[config.mk]
export PLATFORM = sky130hd
export DESIGN_NAME = pc_sequencer
export DESIGN_NICKNAME = d
export VERILOG_FILES = /design/src/rtl/pc_seq_pkg.sv /design/src/rtl/pc_target_adder.sv /design/src/rtl/pc_sequencer.sv
export SDC_FILE = /design/constraint.sdc
export NUM_CORES = 1
export LEC_CHECK = 0
export ABC_CLOCK_PERIOD_IN_PS = 1500
export CAP_MARGIN = 10
export CORE_ASPECT_RATIO = 1.5
export CORE_UTILIZATION = 44
export DETAILED_ROUTE_END_ITERATION = 8
export PLACE_DENSITY = 0.79
export SLEW_MARGIN = 25
export SYNTH_ARGS = -nofsm -noshare
export SYNTH_HDL_FRONTEND = slang
export SYNTH_HIERARCHICAL = 1
export SYNTH_SLANG_ARGS = --single-unit
[constraint.sdc]
create_clock -name clk -period 1.5 [get_ports clk]
set_input_delay 0.3 -clock clk [delete_from_list [all_inputs] [get_ports clk]]
set_output_delay 0.3 -clock clk [all_outputs]
set_load 0.01 [all_outputs]
[src/rtl/pc_seq_pkg.sv]
// Shared types and constants for the fetch PC sequencer and the branch unit.
package pc_seq_pkg;

  typedef enum logic [1:0] {
    BOOT   = 2'd0,
    RUN    = 2'd1,
    HALTED = 2'd2
  } state_e;

  localparam int unsigned PC_INCR = 4;
  localparam logic [31:0] DEF_RESET_VECTOR = 32'h0000_0000;
  localparam logic [31:0] DEF_TRAP_VECTOR  = 32'h0000_0100;

endpackage

[src/rtl/pc_target_adder.sv]
// Branch/jump target adder: base + sign-extended byte offset, wrapping modulo 2^BITSIZE.
module pc_target_adder
  import pc_seq_pkg::*;
#(
  parameter int BITSIZE = 32
) (
  input  logic signed [BITSIZE-1:0] base,
  input  logic signed [BITSIZE-1:0] offset,
  output logic signed [BITSIZE-1:0] target
);

  assign target = base + offset;

endmodule

[src/rtl/pc_sequencer.sv]
// Fetch PC sequencer: BOOT/RUN/HALTED control, redirect, stall and handshake advance.
// Optional misaligned-target trap enabled by defining MISALIGN_TRAP_EN.
module pc_sequencer
  import pc_seq_pkg::*;
#(
  parameter int                   BITSIZE      = 32,
  parameter logic [BITSIZE-1:0]   RESET_VECTOR = BITSIZE'(DEF_RESET_VECTOR),
  parameter logic [BITSIZE-1:0]   TRAP_VECTOR  = BITSIZE'(DEF_TRAP_VECTOR)
) (
  input  logic               clk,
  input  logic               reset,
  input  logic               FetchReady,
  output logic               FetchValid,
  output logic [BITSIZE-1:0] FetchPC,
  input  logic               Stall,
  input  logic               RedirectValid,
  input  logic [BITSIZE-1:0] RedirectBase,
  input  logic [BITSIZE-1:0] RedirectOffset,
  output logic               Flush,
  input  logic               Halt,
  input  logic               Resume,
  output logic               Halted,
  output logic               Trap
);

  state_e             state_p0, state_nxt;
  logic [BITSIZE-1:0] target_raw;
  logic [BITSIZE-1:0] aligned_tgt;
  logic [BITSIZE-1:0] target_eff;
  logic               misaligned;
  logic [BITSIZE-1:0] pc_nxt;
  logic               flush_nxt;
  logic               trap_nxt;

  pc_target_adder #(.BITSIZE(BITSIZE)) u_adder (
    .base   (RedirectBase),
    .offset (RedirectOffset),
    .target (target_raw)
  );

`ifdef MISALIGN_TRAP_EN
  assign misaligned  = (target_raw[1:0] != 2'b00);
  assign aligned_tgt = target_raw;
`else
  // Low bits are silently dropped so the PC can never become misaligned.
  assign misaligned  = 1'b0;
  assign aligned_tgt = target_raw & ~{{(BITSIZE-2){1'b0}}, 2'b11};
`endif
  assign target_eff = misaligned ? TRAP_VECTOR : aligned_tgt;

  always_ff @(posedge clk or posedge reset) begin
    if (reset) state_p0 <= BOOT;
    else       state_p0 <= state_nxt;
  end

  always_comb begin
    state_nxt = state_p0;
    unique case (state_p0)
      BOOT:    state_nxt = RUN;
      RUN:     if (Halt) state_nxt = HALTED;
      HALTED:  if (Resume && !Halt) state_nxt = RUN;
      default: state_nxt = BOOT;
    endcase
  end

  always_comb begin
    FetchValid = 1'b0;
    Halted     = 1'b0;
    unique case (state_p0)
      RUN:     FetchValid = !Stall;
      HALTED:  Halted = 1'b1;
      default: ;
    endcase
  end

  // Redirect outranks the handshake; Stall already blocks the handshake via FetchValid.
  always_comb begin
    pc_nxt    = FetchPC;
    flush_nxt = 1'b0;
    trap_nxt  = 1'b0;
    if ((state_p0 != BOOT) && RedirectValid) begin
      pc_nxt    = target_eff;
      flush_nxt = 1'b1;
      trap_nxt  = misaligned;
    end else if (FetchValid && FetchReady) begin
      pc_nxt = FetchPC + BITSIZE'(PC_INCR);
    end
  end

  always_ff @(posedge clk or posedge reset) begin
    if (reset) begin
      FetchPC <= RESET_VECTOR;
      Flush   <= 1'b0;
      Trap    <= 1'b0;
    end else begin
      FetchPC <= pc_nxt;
      Flush   <= flush_nxt;
      Trap    <= trap_nxt;
    end
  end

endmodule

==> flow_summary.yaml, run 1 <==
setup_path:
  worstPathCellList: "buf_6 -> ha_4 -> fa_2 -> a21o_1 -> a221oi_4 -> a221o_2 -> buf_6 -> o21ai_2 -> a21boi_2 -> o21ai_2 -> buf_4 -> xor2_1 -> nand2_1 -> o21ai_1"
  required_ns: 1.64
  crit_family: "compound AO/OA/AOI/OAI gates"
  crit_type: "input port to flip-flop"
  crit_path_max_fanout: 3
  arrival_ns: 2.72
  worst-path-buf-inv: 3
  cp_slowest_cell: "fa_2"
  max_stage_delay_ns: 0.34
  worstSetupStartpointType: "input port"
  crit_path_end_kind: "flip-flop"
die:
  design.die.area_um2: 8324
  die_y_um: 111.2
  die_w_um: 74.83
  ios: 107
  design.core.area_um2: 7661
  floorplan.initialDensity_pct: 45.70
  rows: 39
final_layout:
  syn_to_final_growth_pct: 87.21
  mostFrequentLayoutCells: "buf_4, nand2_1, dlygate4sd2_1, dfrtp_1"
  fillCellCount: 406
  final_cell_area_um2: 6554
  diodes: 0
  fin_nets: 777
  drive_above_1_share_pct: 44.43
  final_common_cell: "buf_4"
  instances_no_fill: 775
run:
  drv_cap: 0
routing:
  final_antenna_net_count: 0
  drc: 0
  drt_iter0_drc: 403
  routedWlPerCell_um: 20.62
  via_count: 4682
  dr.pass1.iters: 5
  wl_mm: 15.98
  viasPerCell: 6.041
clock_network:
  clockBufferDepth: 2
  clkTransAtPathRegs_ns: 0.06
  h-tree-depth: 2
  numCtsBuffers: 5
  clock-sinks: 33
  cts_tree: "yes"
  cts_hold_buf: 0
  clock_latency_ns: 0.28
  ctsRootBufferMaster: "clkbuf_16"
power:
  leakage_nw: 2.950
  power_frac_seq_pct: 22.4
  power_mw: 7.755
  ir_drop_mv: 0.8032
  p_sw_share_pct: 43.43
  clock_power_share_pct: 13.4
  p_switching_mw: 3.368
  power.density_nw_per_um2: 1183
  p_int_mw: 4.387
  combPwrFrac_pct: 64.2
timing:
  fin_hold_ws_ns: 0.3685
  min_period_ns: 2.575
  skew_ns: 0.007229
  drv_slew: 0
  hold_viol: 0
  grt_setup_unrepaired: "true"
  fmax_mhz: 388.4
  setup_viol: 27
  fin_ws_ns: -1.075
  finalCritPeriodShare_pct: 171.7
outcome:
  violations: "setup timing"
  status: "finished with violations"
synthesis:
  ys_ff_latch: 33
  syn_inst: 431
  synth_fa_ha_area_share_pct: 12.01
  synth.avg_cell_area_um2: 8.123
  ys_async_sr_fraction_pct: 100.0
  synth_edf_count: 0
  synth_flop_cell: "dfrtp_1"
  syn_area_um2: 3501
  synth_top_family_by_area: "compound AO/OA/AOI/OAI gates"
  ys_seq_area_share_pct: 23.59
  ys_warn_count: 6
  synth.area.mux_share_pct: 0
  synth-xor-area-share_pct: 13.76
  synth-simple-area-share_pct: 22.16
  synth_compound_area_share_pct: 23.80
  yosys.cell_types.count: 58
placed_design:
  io_buffers: 103
  hpwl_mm: 8.931
  place_inst: 751
  gp_congestion: 0.8813
  place_area_um2: 5807
global_routing:
  first_global_vias: 4855
  grt_usage_pct: 35.56
  grt_max_degree: 40
  overflow: 0
  grt_pass1_wl_mm: 22.81
  antenna_found_initial: 0
worst_hold_path:
  hp-class: "input port to async pin"
==> what timing repair did <==
action                     4_1_cts  5_1_grt
pin swaps                       78       20
setup endpoints to repair       59       37
buffers inserted                19        6
gates cloned                     0        0
resized for setup              263       30
==> cells by family (layout without fill, tap and decap cells) <==
| logic type | Yosys count | count (layout) |
|---|---|---|
| flops | 33 | 33 |
| other cells | 1 | 3 |
| compound gates | 131 | 131 |
| simple gates | 143 | 143 |
| fa+ha+maj | 33 | 33 |
| buf+inv | 35 | 275 |
| xor+xnor | 55 | 55 |
==> layer usage <==
layer | wire length (um) | vias to the layer above | global-route usage (%)
met5 | 0 | - | 0
met4 | 1280 | 0 | 23.27
met3 | 880 | 120 | 4.636
met2 | 8484 | 312 | 63.00
met1 | 5336 | 2212 | 37.41
li1 | - | 2038 | -
==> sequential cells by signal (all words and copies together), names as in the netlist <==
| register | cells |
|---|---|
| FetchPC | 30 |
| Flush | 1 |
| state_p0 | 2 |
==> worst min-delay path: stages <==
cell             delay (ns)
clkdlybuf4s50_1        0.40
inv_1                  0.09
buf_12                 0.21
==> layout make-up <==
cell class	count	area, um2	area share, %
well taps	102	127.6	1.947
inverters	17	65.06	0.9927
clock buffers	7	142.6	2.176
multi-input cells	365	3271	49.90
flip-flops and latches	33	829.5	12.66
repair buffers	251	2118	32.32
==> final timing paths <==
check	startpoint	endpoint	slack, ns	cells past startpoint
worst min-delay path	reset	FetchPC[2]$_DFFE_PP0P_	0.37	3
worst min register to register	FetchPC[31]$_DFFE_PP0P_	FetchPC[31]$_DFFE_PP0P_	0.61	2
min in group clk	FetchPC[31]$_DFFE_PP0P_	FetchPC[31]$_DFFE_PP0P_	0.61	2
worst max register to register	FetchPC[2]$_DFFE_PP0P_	FetchPC[14]$_DFFE_PP0P_	-0.46	8
worst max-delay path	RedirectBase[0]	FetchPC[14]$_DFFE_PP0P_	-1.07	14
max in group asynchronous	reset	FetchPC[23]$_DFFE_PP0P_	0.91	3
==> per-stage QoR <==
stage / util, % / setup TNS, ns / worst slack [ns]
floorplan: - / -12.78 / -0.9813
global placement: 75.80 / -31.94 / -1.516
detailed placement: 75.80 / -34.25 / -1.647
CTS: 84.17 / -14.58 / -0.8881
global route: 85.55 / -19.90 / -1.160
finish: 85.55 / -17.45 / -1.075
==> cells in the mapped netlist (2+ instances only) <==
cell type | instances | area, um2
o21ai_2 | 2 | 17.52
o21bai_1 | 3 | 22.52
nor2b_1 | 4 | 25.02
a221oi_2 | 3 | 45.04
a31oi_1 | 4 | 25.02
a21oi_1 | 35 | 175.2
clkbuf_1 | 8 | 30.03
xor2_1 | 29 | 254.0
a41oi_1 | 2 | 17.52
nand4_1 | 19 | 118.9
a31o_2 | 3 | 26.28
nor4_4 | 2 | 42.54
o31ai_1 | 3 | 22.52
xnor2_1 | 26 | 227.7
nand2_1 | 50 | 187.7
nand2b_1 | 4 | 25.02
o21ai_1 | 10 | 50.05
and3_1 | 7 | 43.79
nor3_1 | 9 | 45.04
inv_1 | 16 | 60.06
and2_1 | 4 | 25.02
o21a_1 | 4 | 30.03
nand4b_1 | 2 | 17.52
ha_1 | 32 | 400.4
nand3_1 | 14 | 70.07
a21o_1 | 12 | 90.09
o21ai_0 | 35 | 175.2
buf_1 | 2 | 7.510
nor2_1 | 17 | 63.81
buf_4 | 5 | 37.54
a211oi_1 | 3 | 22.52
a21boi_1 | 2 | 15.01
buf_2 | 2 | 10.01
nand3_2 | 2 | 20.02
dfrtp_1 | 33 | 825.8
==> power groups by stage <==
stage / combinational [mW] / clock, mW / sequential [mW]
floorplan: 1.71 / 0 / 1.96
global placement: 4.27 / 0 / 1.65
detailed placement: 4.40 / 0 / 1.68
CTS: 4.54 / 1.00 / 1.67
global route: 5.29 / 1.08 / 1.75
finish: 4.98 / 1.04 / 1.74
(Power assumes the default switching activity.)
==> run 2, diff against run 1 <==
Settings changed: CORE_MARGIN set to 2.
==> flow_summary.yaml, run 2 (synthesis results as in run 1) <==
outcome:
  status: "finished with violations"
  violations: "setup timing"
die:
  die_y_um: 113.2
  ios: 107
  die_w_um: 76.83
  rows: 39
  floorplan.initialDensity_pct: 45.70
  design.die.area_um2: 8701
  design.core.area_um2: 7661
clock_network:
  ctsRootBufferMaster: "clkbuf_16"
  numCtsBuffers: 5
  clockBufferDepth: 2
  clock-sinks: 33
  clock_latency_ns: 0.28
  cts_tree: "yes"
  h-tree-depth: 2
  clkTransAtPathRegs_ns: 0.06
setup_path:
  crit_type: "input port to flip-flop"
  arrival_ns: 2.74
  worstPathCellList: "buf_6 -> ha_4 -> fa_2 -> a21o_1 -> a221oi_2 -> a221o_2 -> o2111ai_4 -> o211ai_2 -> buf_4 -> o31ai_4 -> a21oi_2 -> xnor2_1 -> nand2_1 -> o21ai_1"
  crit_family: "compound AO/OA/AOI/OAI gates"
  worst-path-buf-inv: 2
  crit_path_max_fanout: 3
  required_ns: 1.67
  worstSetupStartpointType: "input port"
  cp_slowest_cell: "fa_2"
  crit_path_end_kind: "flip-flop"
  max_stage_delay_ns: 0.35
timing:
  setup_viol: 27
  finalCritPeriodShare_pct: 171.1
  fin_ws_ns: -1.067
  hold_viol: 0
  skew_ns: 0.008744
  grt_setup_unrepaired: "true"
  setup_tns_ns: -18.90
  fmax_mhz: 389.6
  drv_slew: 0
  fin_hold_ws_ns: 0.3852
  min_period_ns: 2.567
global_routing:
  grt_pass1_wl_mm: 23.41
  first_global_vias: 4941
  antenna_found_initial: 0
  grt_usage_pct: 33.42
  grt_max_degree: 34
  overflow: 0
routing:
  dr.pass1.iters: 7
  drc: 0
  viasPerCell: 6.258
  drt_iter0_drc: 509
  via_count: 4994
  routedWlPerCell_um: 22.83
  wl_mm: 18.22
  final_antenna_net_count: 0
final_layout:
  drive_above_1_share_pct: 49.14
  syn_to_final_growth_pct: 96.03
  largest_reg_flops: 30
  fin_nets: 801
  instances_no_fill: 798
  mostFrequentLayoutCells: "buf_4, nand2_1, dlygate4sd2_1, dfrtp_1, xor2_1"
  largest-register: "FetchPC"
  final_common_cell: "buf_4"
  top_regs: "FetchPC: 30 flops, state_p0: 2 flops, Flush: 1 flops"
  diodes: 0
placed_design:
  hpwl_mm: 9.026
  place_inst: 749
  gp_congestion: 0.9143
  io_buffers: 103
  pre_cts_ws_ns: -1.583
power:
  ir_drop_mv: 0.7286
  power.density_nw_per_um2: 1157
  leakage_nw: 3.111
  power_mw: 7.941
run:
  drv_cap: 0
worst_hold_path:
  hp-class: "input port to async pin"
==> run 2: cell count changes in the layout (fill, tap and decap cells not counted), sizes merged <==
cell / delta
clkdlybuf4s15: -3
clkdlybuf4s50: -6
clkbuf: +9
clkinv: +1
buf: +18
dlymetal6s2s: +4
==> run 2: cell type report <==
type / count / area (um2)
clock buffers: 5 / 125.1
clock inverters: 1 / 5.005
multi-input cells: 365 / 3420
well taps: 102 / 127.6
inverters: 17 / 65.06
flip-flops and latches: 33 / 827.0
repair buffers: 275 / 2293
fillers: 333 / 798.3
==> run 2: tightest hold or removal path, stage by stage <==
cell and delay [ns]:
clkdlybuf4s50_1 0.40, inv_1 0.10, buf_12 0.22
==> run 2: repair_timing <==
item / 4_1_cts / 5_1_grt
buffers inserted: 28 / 19
pin swaps: 75 / 54
gates cloned: 0 / 0
hold buffers: 0 / 0
resized for setup: 229 / 92
endpoints found under the setup margin: 61 / 32
==> run 2: worst paths after layout <==
kind / startpoint / end / slack (ns) / cells past startpoint
worst max-delay path: RedirectBase[0] / FetchPC[24]$_DFFE_PP0P_ / -1.07 / 14
min in group clk: FetchPC[31]$_DFFE_PP0P_ / FetchPC[31]$_DFFE_PP0P_ / 0.58 / 2
max in group asynchronous: reset / state_p0[0]$_DFFE_PP0P_ / 0.92 / 3
worst min register to register: FetchPC[31]$_DFFE_PP0P_ / FetchPC[31]$_DFFE_PP0P_ / 0.58 / 2
worst min-delay path: reset / FetchPC[19]$_DFFE_PP0P_ / 0.39 / 3
worst max register to register: state_p0[1]$_DFFE_PP0P_ / FetchPC[13]$_DFFE_PP0P_ / -0.51 / 6
==> run 2: metal layers <==
metal  track usage, %  vias to the layer above  share of wire (%)
met1            33.58                     2356                 32
met2            63.39                      408                 51
met5                0                        -                  0
met4            22.06                        0                9.2
li1                 -                     2083                  -
met3            4.306                      147                8.0
==> run 2: where the power goes <==
group	internal, mW	total, mW	switching, mW
Sequential	1.33	1.73	0.399
Combinational	2.48	5.23	2.75
Clock	0.594	0.985	0.391
==> run 2: through the flow <==
step / util (%) / instance area (um2)
after floorplan: - / 3750
after global placement: 75.44 / 5779
after detailed placement: 75.44 / 5779
after CTS: 84.27 / 6456
after global routing: 89.58 / 6863
final: 89.58 / 6863
